$ cat src/rtl/pipeline_ctrl_pkg.sv
`default_nettype none
`timescale 1ns/1ps
// ============================================================================
// Module  : pipeline_ctrl_pkg
// Purpose : Shared types and constants for the pipeline stall/flush sequencer.
// Revision: 1.0 - initial release
// ============================================================================
package pipeline_ctrl_pkg;

    typedef enum logic [0:0] {
        RUN      = 1'b0,
        MEM_WAIT = 1'b1
    } state_t;

    localparam logic [4:0] c_reg_x0 = 5'd0;

endpackage
`default_nettype wire

$ cat src/rtl/pipeline_ctrl_hazard_detect.sv
`default_nettype none
`timescale 1ns/1ps
// ============================================================================
// Module  : hazard_detect
// Purpose : Combinational load-use hazard term between the EX load and ID.
// Revision: 1.0 - initial release
// ============================================================================
module hazard_detect
    import pipeline_ctrl_pkg::*;
(
    input  logic [4:0] i_rs1,
    input  logic [4:0] i_rs2,
    input  logic       i_is_s_type,
    input  logic [4:0] i_ex_rd,
    input  logic       i_ex_is_load,
    output logic       o_load_use
);

    logic w_rs1_hit;
    logic w_rs2_hit;

    assign w_rs1_hit = (i_ex_rd == i_rs1);
    // Store data is forwarded from WB, so a store's rs2 never needs the bubble.
    assign w_rs2_hit = !i_is_s_type && (i_ex_rd == i_rs2);

    assign o_load_use = i_ex_is_load && (i_ex_rd != c_reg_x0) && (w_rs1_hit || w_rs2_hit);

endmodule
`default_nettype wire

$ cat src/rtl/pipeline_ctrl.sv
`default_nettype none
`timescale 1ns/1ps
// ============================================================================
// Module  : pipeline_ctrl
// Purpose : Stall/flush sequencer merging memory wait, branch redirect and
//           load-use hazards into per-stage enables, with watchdog and counters.
// Revision: 1.0 - initial release
// ============================================================================
module pipeline_ctrl
    import pipeline_ctrl_pkg::*;
#(
    parameter int MAX_WAIT = 64,
    parameter int CNT_W    = 32
) (
    input  logic             clk,
    input  logic             rst,
    input  logic [4:0]       IF_ID_rs1,
    input  logic [4:0]       IF_ID_rs2,
    input  logic             IF_ID_is_s_type,
    input  logic [4:0]       ID_EX_rd,
    input  logic             ID_EX_is_load,
    input  logic             EX_branch_taken,
    input  logic             MEM_dmem_req,
    input  logic             dmem_ready,
    output logic             PC_en,
    output logic             IF_ID_en,
    output logic             IF_ID_flush,
    output logic             ID_EX_en,
    output logic             ID_EX_flush,
    output logic             EX_MEM_en,
    output logic             MEM_WB_en,
    output logic             mem_timeout,
    output logic [CNT_W-1:0] stall_cycles,
    output logic [CNT_W-1:0] flush_count
);

    localparam int c_wait_w = $clog2(MAX_WAIT + 1);
    localparam logic [c_wait_w-1:0] c_wait_max = c_wait_w'(MAX_WAIT);
    localparam logic [c_wait_w-1:0] c_wait_one = c_wait_w'(1);

    state_t                r_state;
    state_t                w_next_state;
    logic [c_wait_w-1:0]   r_wait_cnt;
    logic [c_wait_w-1:0]   w_next_wait;
    logic                  r_timeout;
    logic [CNT_W-1:0]      r_stall_cycles;
    logic [CNT_W-1:0]      r_flush_count;

    logic w_freeze;
    logic w_load_use;
    logic w_stall_inc;
    logic w_flush_inc;

    hazard_detect u_hazard_detect (
        .i_rs1        (IF_ID_rs1),
        .i_rs2        (IF_ID_rs2),
        .i_is_s_type  (IF_ID_is_s_type),
        .i_ex_rd      (ID_EX_rd),
        .i_ex_is_load (ID_EX_is_load),
        .o_load_use   (w_load_use)
    );

    assign w_freeze = MEM_dmem_req && !dmem_ready;

    // Only hazards that are actually applied count: a branch squashes the
    // load-use victim, and a frozen branch is counted on its release cycle.
    assign w_stall_inc = w_freeze || (w_load_use && !EX_branch_taken);
    assign w_flush_inc = !w_freeze && EX_branch_taken;

    always_ff @(posedge clk) begin
        if (rst) begin
            r_state        <= RUN;
            r_wait_cnt     <= '0;
            r_timeout      <= 1'b0;
            r_stall_cycles <= '0;
            r_flush_count  <= '0;
        end else begin
            r_state    <= w_next_state;
            r_wait_cnt <= w_next_wait;
            if (w_freeze && (w_next_wait == c_wait_max)) begin
                r_timeout <= 1'b1;
            end
            if (w_stall_inc) begin
                r_stall_cycles <= r_stall_cycles + CNT_W'(1);
            end
            if (w_flush_inc) begin
                r_flush_count <= r_flush_count + CNT_W'(1);
            end
        end
    end

    always_comb begin
        w_next_state = r_state;
        w_next_wait  = r_wait_cnt;
        PC_en        = 1'b0;
        IF_ID_en     = 1'b0;
        IF_ID_flush  = 1'b0;
        ID_EX_en     = 1'b0;
        ID_EX_flush  = 1'b0;
        EX_MEM_en    = 1'b0;
        MEM_WB_en    = 1'b0;

        case (r_state)
            RUN: begin
                if (w_freeze) begin
                    w_next_state = MEM_WAIT;
                    w_next_wait  = c_wait_one;
                end else begin
                    w_next_wait  = '0;
                end
            end
            MEM_WAIT: begin
                if (w_freeze) begin
                    if (r_wait_cnt != c_wait_max) begin
                        w_next_wait = r_wait_cnt + c_wait_one;
                    end
                end else begin
                    w_next_state = RUN;
                    w_next_wait  = '0;
                end
            end
            default: begin
                w_next_state = RUN;
                w_next_wait  = '0;
            end
        endcase

        // Freeze holds everything, including any branch or hazard waiting behind it.
        if (!rst && !w_freeze) begin
            if (EX_branch_taken) begin
                PC_en       = 1'b1;
                IF_ID_en    = 1'b1;
                IF_ID_flush = 1'b1;
                ID_EX_en    = 1'b1;
                ID_EX_flush = 1'b1;
                EX_MEM_en   = 1'b1;
                MEM_WB_en   = 1'b1;
            end else if (w_load_use) begin
                ID_EX_en    = 1'b1;
                ID_EX_flush = 1'b1;
                EX_MEM_en   = 1'b1;
                MEM_WB_en   = 1'b1;
            end else begin
                PC_en       = 1'b1;
                IF_ID_en    = 1'b1;
                ID_EX_en    = 1'b1;
                EX_MEM_en   = 1'b1;
                MEM_WB_en   = 1'b1;
            end
        end
    end

    assign mem_timeout  = r_timeout;
    assign stall_cycles = r_stall_cycles;
    assign flush_count  = r_flush_count;

endmodule
`default_nettype wire
$ cat config.mk
export PLATFORM = sky130hd
export DESIGN_NAME = pipeline_ctrl
export DESIGN_NICKNAME = d
export VERILOG_FILES = /design/src/rtl/pipeline_ctrl_pkg.sv /design/src/rtl/pipeline_ctrl_hazard_detect.sv /design/src/rtl/pipeline_ctrl.sv
export SDC_FILE = /design/constraint.sdc
export NUM_CORES = 1
export LEC_CHECK = 0
export CAP_MARGIN = 20
export CELL_PAD_IN_SITES_DETAIL_PLACEMENT = 1
export CELL_PAD_IN_SITES_GLOBAL_PLACEMENT = 2
export CORE_ASPECT_RATIO = 0.6
export CORE_MARGIN = 2
export CORE_UTILIZATION = 30
export CTS_CLUSTER_DIAMETER = 30
export DETAILED_ROUTE_END_ITERATION = 6
export HOLD_SLACK_MARGIN = 0.06
export PLACE_DENSITY = 0.91
export SYNTH_ARGS = -nofsm -noshare
export SYNTH_HDL_FRONTEND = slang
export SYNTH_SLANG_ARGS = --single-unit
export TNS_END_PERCENT = 30
$ cat constraint.sdc
create_clock -name clk -period 5.2 [get_ports clk]
set_clock_uncertainty 0.1 [all_clocks]
set_input_delay 0.78 -clock clk [delete_from_list [all_inputs] [get_ports clk]]
set_output_delay 0.78 -clock clk [all_outputs]
set_load 0.005 [all_outputs]
* Word-level counts from Yosys, hierarchy flattened
Cells that the tools add are included.
** Storage, ports and cells
- Register bits after elaboration :: 73
- Input port bits :: 22
- Output and inout port bits :: 72
- Word-level logic and storage cells :: 43
** Operators by class
- $add $sub $neg :: 3
- Eq/ne operators :: 4
- Muxes and demuxes :: 14
- Bitwise gates (word level) :: 1
- Reduce and logical (&&, ||, !) cells :: 16
** Operators by type and width (count)
- $add 32x1->32 const B :: 2
- $mux 7 :: 2
- $pmux 7 s2 :: 1
- $mux 1 :: 11
- $eq 5x5->1 :: 2
- $logic_and 1x1->1 :: 8
- $add 7x1->7 const B :: 1
- $eq 7x7->1 const B :: 1
- $ne 7x7->1 const B :: 1
- $logic_not 1->1 :: 5
- $reduce_bool 5->1 :: 1
- $logic_or 1x1->1 :: 2
- $not 1->1 :: 1

* Depth between registers and ports, before layout
- Depth in word-level cells :: 7
- Mapped depth :: 8
- Depth with buffers taken out :: 6

* By module
From an unflattened synthesis, not the netlist that was laid out.
** Second synthesis, totals
- Cell total of the unflattened synthesis :: 432
- Area total of the unflattened synthesis :: 3575.9 um2
** Modules (own cells, without submodules)
- pipeline_ctrl :: times used 1, cells each 415, area each 3448.3 um2, seq. area each 1461.4 um2
- hazard_detect :: times used 1, cells each 17, area each 127.6 um2, seq. area each 0.0 um2

* Least setup slack after synthesis
Ideal clock, no wire load.
- Path type :: input-to-output
- Start point :: input port ID_EX_rd[1]
- End point :: output port PC_en
- Data arrival time :: 1.968 ns
- Required time :: 4.320 ns
- Slack :: 2.352 ns
- Stages on the path :: 5
- Buffers on the path :: 1
- Cells stage by stage :: or4_1 -> o21ai_2 -> nor2_1 -> a21boi_0 -> buf_4
** Between the ends
- Cells in the longest elaborated chain, start to end :: 7
- Elaborated cells on any way between the ends :: 10
- Those cells by class :: eq/ne: 2; mux: 3; reduce/logical: 5
** Ends and longest elaborated chain
- from (decl) :: RTL line pipeline_ctrl.sv:20 : input logic [4:0] ID_EX_rd,
- $eq 5x5->1 :: RTL line pipeline_ctrl_hazard_detect.sv:24 : assign w_rs2_hit = !i_is_s_type && (i_ex_rd == i_rs2);
- $logic_and 1x1->1 :: RTL line pipeline_ctrl_hazard_detect.sv:24
- $logic_or 1x1->1 :: RTL line pipeline_ctrl_hazard_detect.sv:26 : assign o_load_use = i_ex_is_load && (i_ex_rd != c_reg_x0) && (w_rs1_hit || w_rs2_hit);
- $logic_and 1x1->1 (*) :: RTL line pipeline_ctrl_hazard_detect.sv:26
- $mux 1 (*) (3 in series)
- to (decl) :: RTL line pipeline_ctrl.sv:25 : output logic PC_en,
Every way passes the cells marked *; elsewhere a longest branch is shown, timed or not.

* Final worst setup path
- Start point :: input port ID_EX_rd[1]
- End point :: output port PC_en
** Between the ends
- Cells in the longest elaborated chain, start to end :: 7
- Elaborated cells on any way between the ends :: 10
- Those cells by class :: eq/ne: 2; mux: 3; reduce/logical: 5
** Ends and longest elaborated chain
- $eq 5x5->1 :: RTL line pipeline_ctrl_hazard_detect.sv:24
- $logic_and 1x1->1 :: RTL line pipeline_ctrl_hazard_detect.sv:24
- $logic_or 1x1->1 :: RTL line pipeline_ctrl_hazard_detect.sv:26
- $logic_and 1x1->1 (*) :: RTL line pipeline_ctrl_hazard_detect.sv:26
- $mux 1 (*) :: RTL line pipeline_ctrl.sv:138 : end else if (w_load_use) begin
- $mux 1 (*) :: RTL line pipeline_ctrl.sv:130 : if (EX_branch_taken) begin
- $mux 1 (*) :: RTL line pipeline_ctrl.sv:129 : if (!rst && !w_freeze) begin
Marked as above.

==> out/metrics.yaml <==
routing:
  post_drt_wl_per_cell_um: 15.0
  drtAntennaViolNets: 0
  firstDrtPassIters: 4
  drt_iter0_markers: 84
  detail_route.wirelength_mm: 10.2
  drc: 0
  dr_total_vias: 3394
  via_per_inst: 4.99
worst_hold_path:
  hp-class: "register to register"
  min_from: "mem_timeout"
  hold_depth: 1
  holdPathEnd: "mem_timeout"
final_layout:
  final_common_cell: "clkdlybuf4s50_1"
  layout_common_cells: "92 x clkdlybuf4s50_1, 73 x dfxtp_1, 49 x nor2_1"
  stdcell_count: 680
  diodes: 0
  drive_gt1_frac: 0.0615
  syn2layout_area_growth_pct: 36.8
  nets: 542
clocking:
  clk_pin_slew_worst_paths_ns: 0.05
  post_cts_buffers: 0
  root_buffer: "clkbuf_16"
  clk_latency_ns: 0.33
  cts_buffers: 9
  cts_sinks: 73
  hold_buffers: 0
  ctsResizeCount: 0
  cts_tree: "done"
  cts_buffer_depth: 2
  cts_htree_levels: 3
sta:
  final_min_period_over_clock_period: 0.749
  finalSetupViolCount: 0
  hold_slack_ns: 0.371
  fmax_ghz: 0.257
  finalSetupTns_ns: 0
  worstMarginPinSlew_ns: 0.744
  hold_viol: 0
  grt_setup_unrepaired: "false"
  min_period_ns: 3.89
  maxSlewViolCount: 0
  relSlewSlack: 0.504
  timing.final.ws_setup_ns: 1.31
synthesis:
  synth_top_area_cell: "dfxtp_1"
  synthesis.area_mm2: 0.00359
  synth.distinct_cells: 45
  seq_area_frac_synth: 0.407
  synthTopCellsByArea: "dfxtp_1 41%, xnor2_1 7.1%, a21oi_1 5.2%"
  syn_nets: 456
  syn_inst: 430
  ys_ff_latch: 73
  synth.avg_cell_area_um2: 8.36
  yosys_warnings: 0
  synth_top_cell_area_share: 0.407
critical_path:
  reg2regPathDepth: 6
  reg2reg_from: "flush_count[14]"
  arrival_ns: 3.01
  cp.required_ns: 4.32
  regToRegEndpoint: "flush_count[31]"
  crit_path_end_kind: "output pin"
  startpoint_type: "input port"
  rrSetupSlack_ns: 2.93
  critPathMaxFanout: 4
  crit_type: "input port to output pin"
floorplanning:
  fp-row-count: 30
  start_util: 0.313
  die_w_um: 145
  die_h_um: 88.8
  core-area_mm2: 0.0115
  die-area_mm2: 0.0129
  io_pins: 94
global_routing:
  grt.total_usage: 0.161
  gr-total-overflow: 0
  grt_max_degree: 69
  grt_first_pass_wirelength_mm: 16.8
  first_global_vias: 3420
  antenna_found_initial: 0
place:
  dp.cells: 664
  dp_hpwl_mm: 7.46
  port_buffers: 93
  preCtsSetupSlack_ns: 1.29
  gp_congestion: 0.786
power_and_ir_drop:
  finalPower_mw: 1.26
  vdd.ir_drop.worst_mv: 0.145
  p_per_area_mw_per_mm2: 257
  leakage_nw: 1.56
run_status:
  status: "completed"
run:
  maxCapViolCount: 0
[Yosys cell counts (all sizes together)]
cell type / n
and3: 8
dfxtp: 73
clkbuf: 11
or4: 10
mux2: 1
mux2i: 1
and4: 8
and2: 3
ha: 4
a21boi: 2
o21ai: 28
a32o: 1
a21o: 1
xor2: 14
buf: 8
nor2b: 2
o31ai: 9
nand3: 23
nand2b: 3
o32ai: 1
inv: 18
nor4: 2
dlygate4sd3: 1
nand2: 29
xnor2: 29
nand4: 12
or2: 1
nor2: 49
or3: 26
a21oi: 39
nor3: 11
a311oi: 1
o211ai: 1
[worst max-delay path, stage by stage]
cell	delay, ns
clkdlybuf4s50_1	0.47
or4_1	0.57
o21ai_2	0.22
nor2_1	0.08
a21boi_0	0.32
clkdlybuf4s50_1	0.58
[power by group]
group	internal, mW	total (mW)	switching (mW)
registers	0.563	0.567	0.00413
clock network	0.393	0.628	0.235
logic	0.0363	0.0695	0.0331
[worst max path at each step]
| stage | cells after the start | slack, ns | start | endpoint |
|---|---|---|---|---|
| floorplan | 5 | 2.35 | ID_EX_rd[1] | PC_en |
| global placement | 6 | 1.33 | ID_EX_rd[1] | PC_en |
| detailed placement | 6 | 1.29 | ID_EX_rd[1] | PC_en |
| CTS | 6 | 1.29 | ID_EX_rd[1] | PC_en |
| global route | 6 | 1.19 | ID_EX_rd[1] | PC_en |
| finish | 6 | 1.31 | ID_EX_rd[1] | PC_en |
[through the flow]
step	util	area (um2)
floorplan	-	3590
global placement	0.401	4610
detailed placement	0.401	4610
CTS	0.427	4900
global route	0.428	4920
finish	0.428	4920
[layout make-up]
class / count / area [um2]
Clock buffer: 12 / 256
Fill cell: 1346 / 6570
Clock inverter: 3 / 40.0
Multi-Input combinational cell: 319 / 1940
Timing Repair Buffer: 95 / 948
Sequential cell: 73 / 1460
Inverter: 18 / 67.6
Tap cell: 160 / 200
[cells by family (layout without fill, tap and decap cells)]
| kind of cell | count (synthesis) | in the layout | share of synthesized area |
|---|---|---|---|
| AND/OR/NAND/NOR | 187 | 187 | 0.278 |
| AO/OA/AOI/OAI | 83 | 83 | 0.139 |
| flip-flops | 73 | 73 | 0.407 |
| XOR/XNOR | 43 | 43 | 0.105 |
| buffers and inverters | 38 | 128 | 0.0526 |
| adder cells (fa/ha/maj) | 4 | 4 | 0.0139 |
| multiplexers | 2 | 2 | 0.00592 |
[flip-flops by register name (all words and copies together) (netlist names)]
register / cells
flush_count: 32
mem_timeout: 1
r_state: 1
r_wait_cnt: 7
stall_cycles: 32
[layer usage]
| metal | vias up | routed length [um] | track usage |
|---|---|---|---|
| met5 | - | 0 | 0 |
| met4 | 0 | 141 | 0.0561 |
| met3 | 11 | 515 | 0.0423 |
| met2 | 67 | 4540 | 0.264 |
| met1 | 1634 | 5020 | 0.210 |
| li1 | 1682 | - | - |
Power figures use the tool's default switching activity.
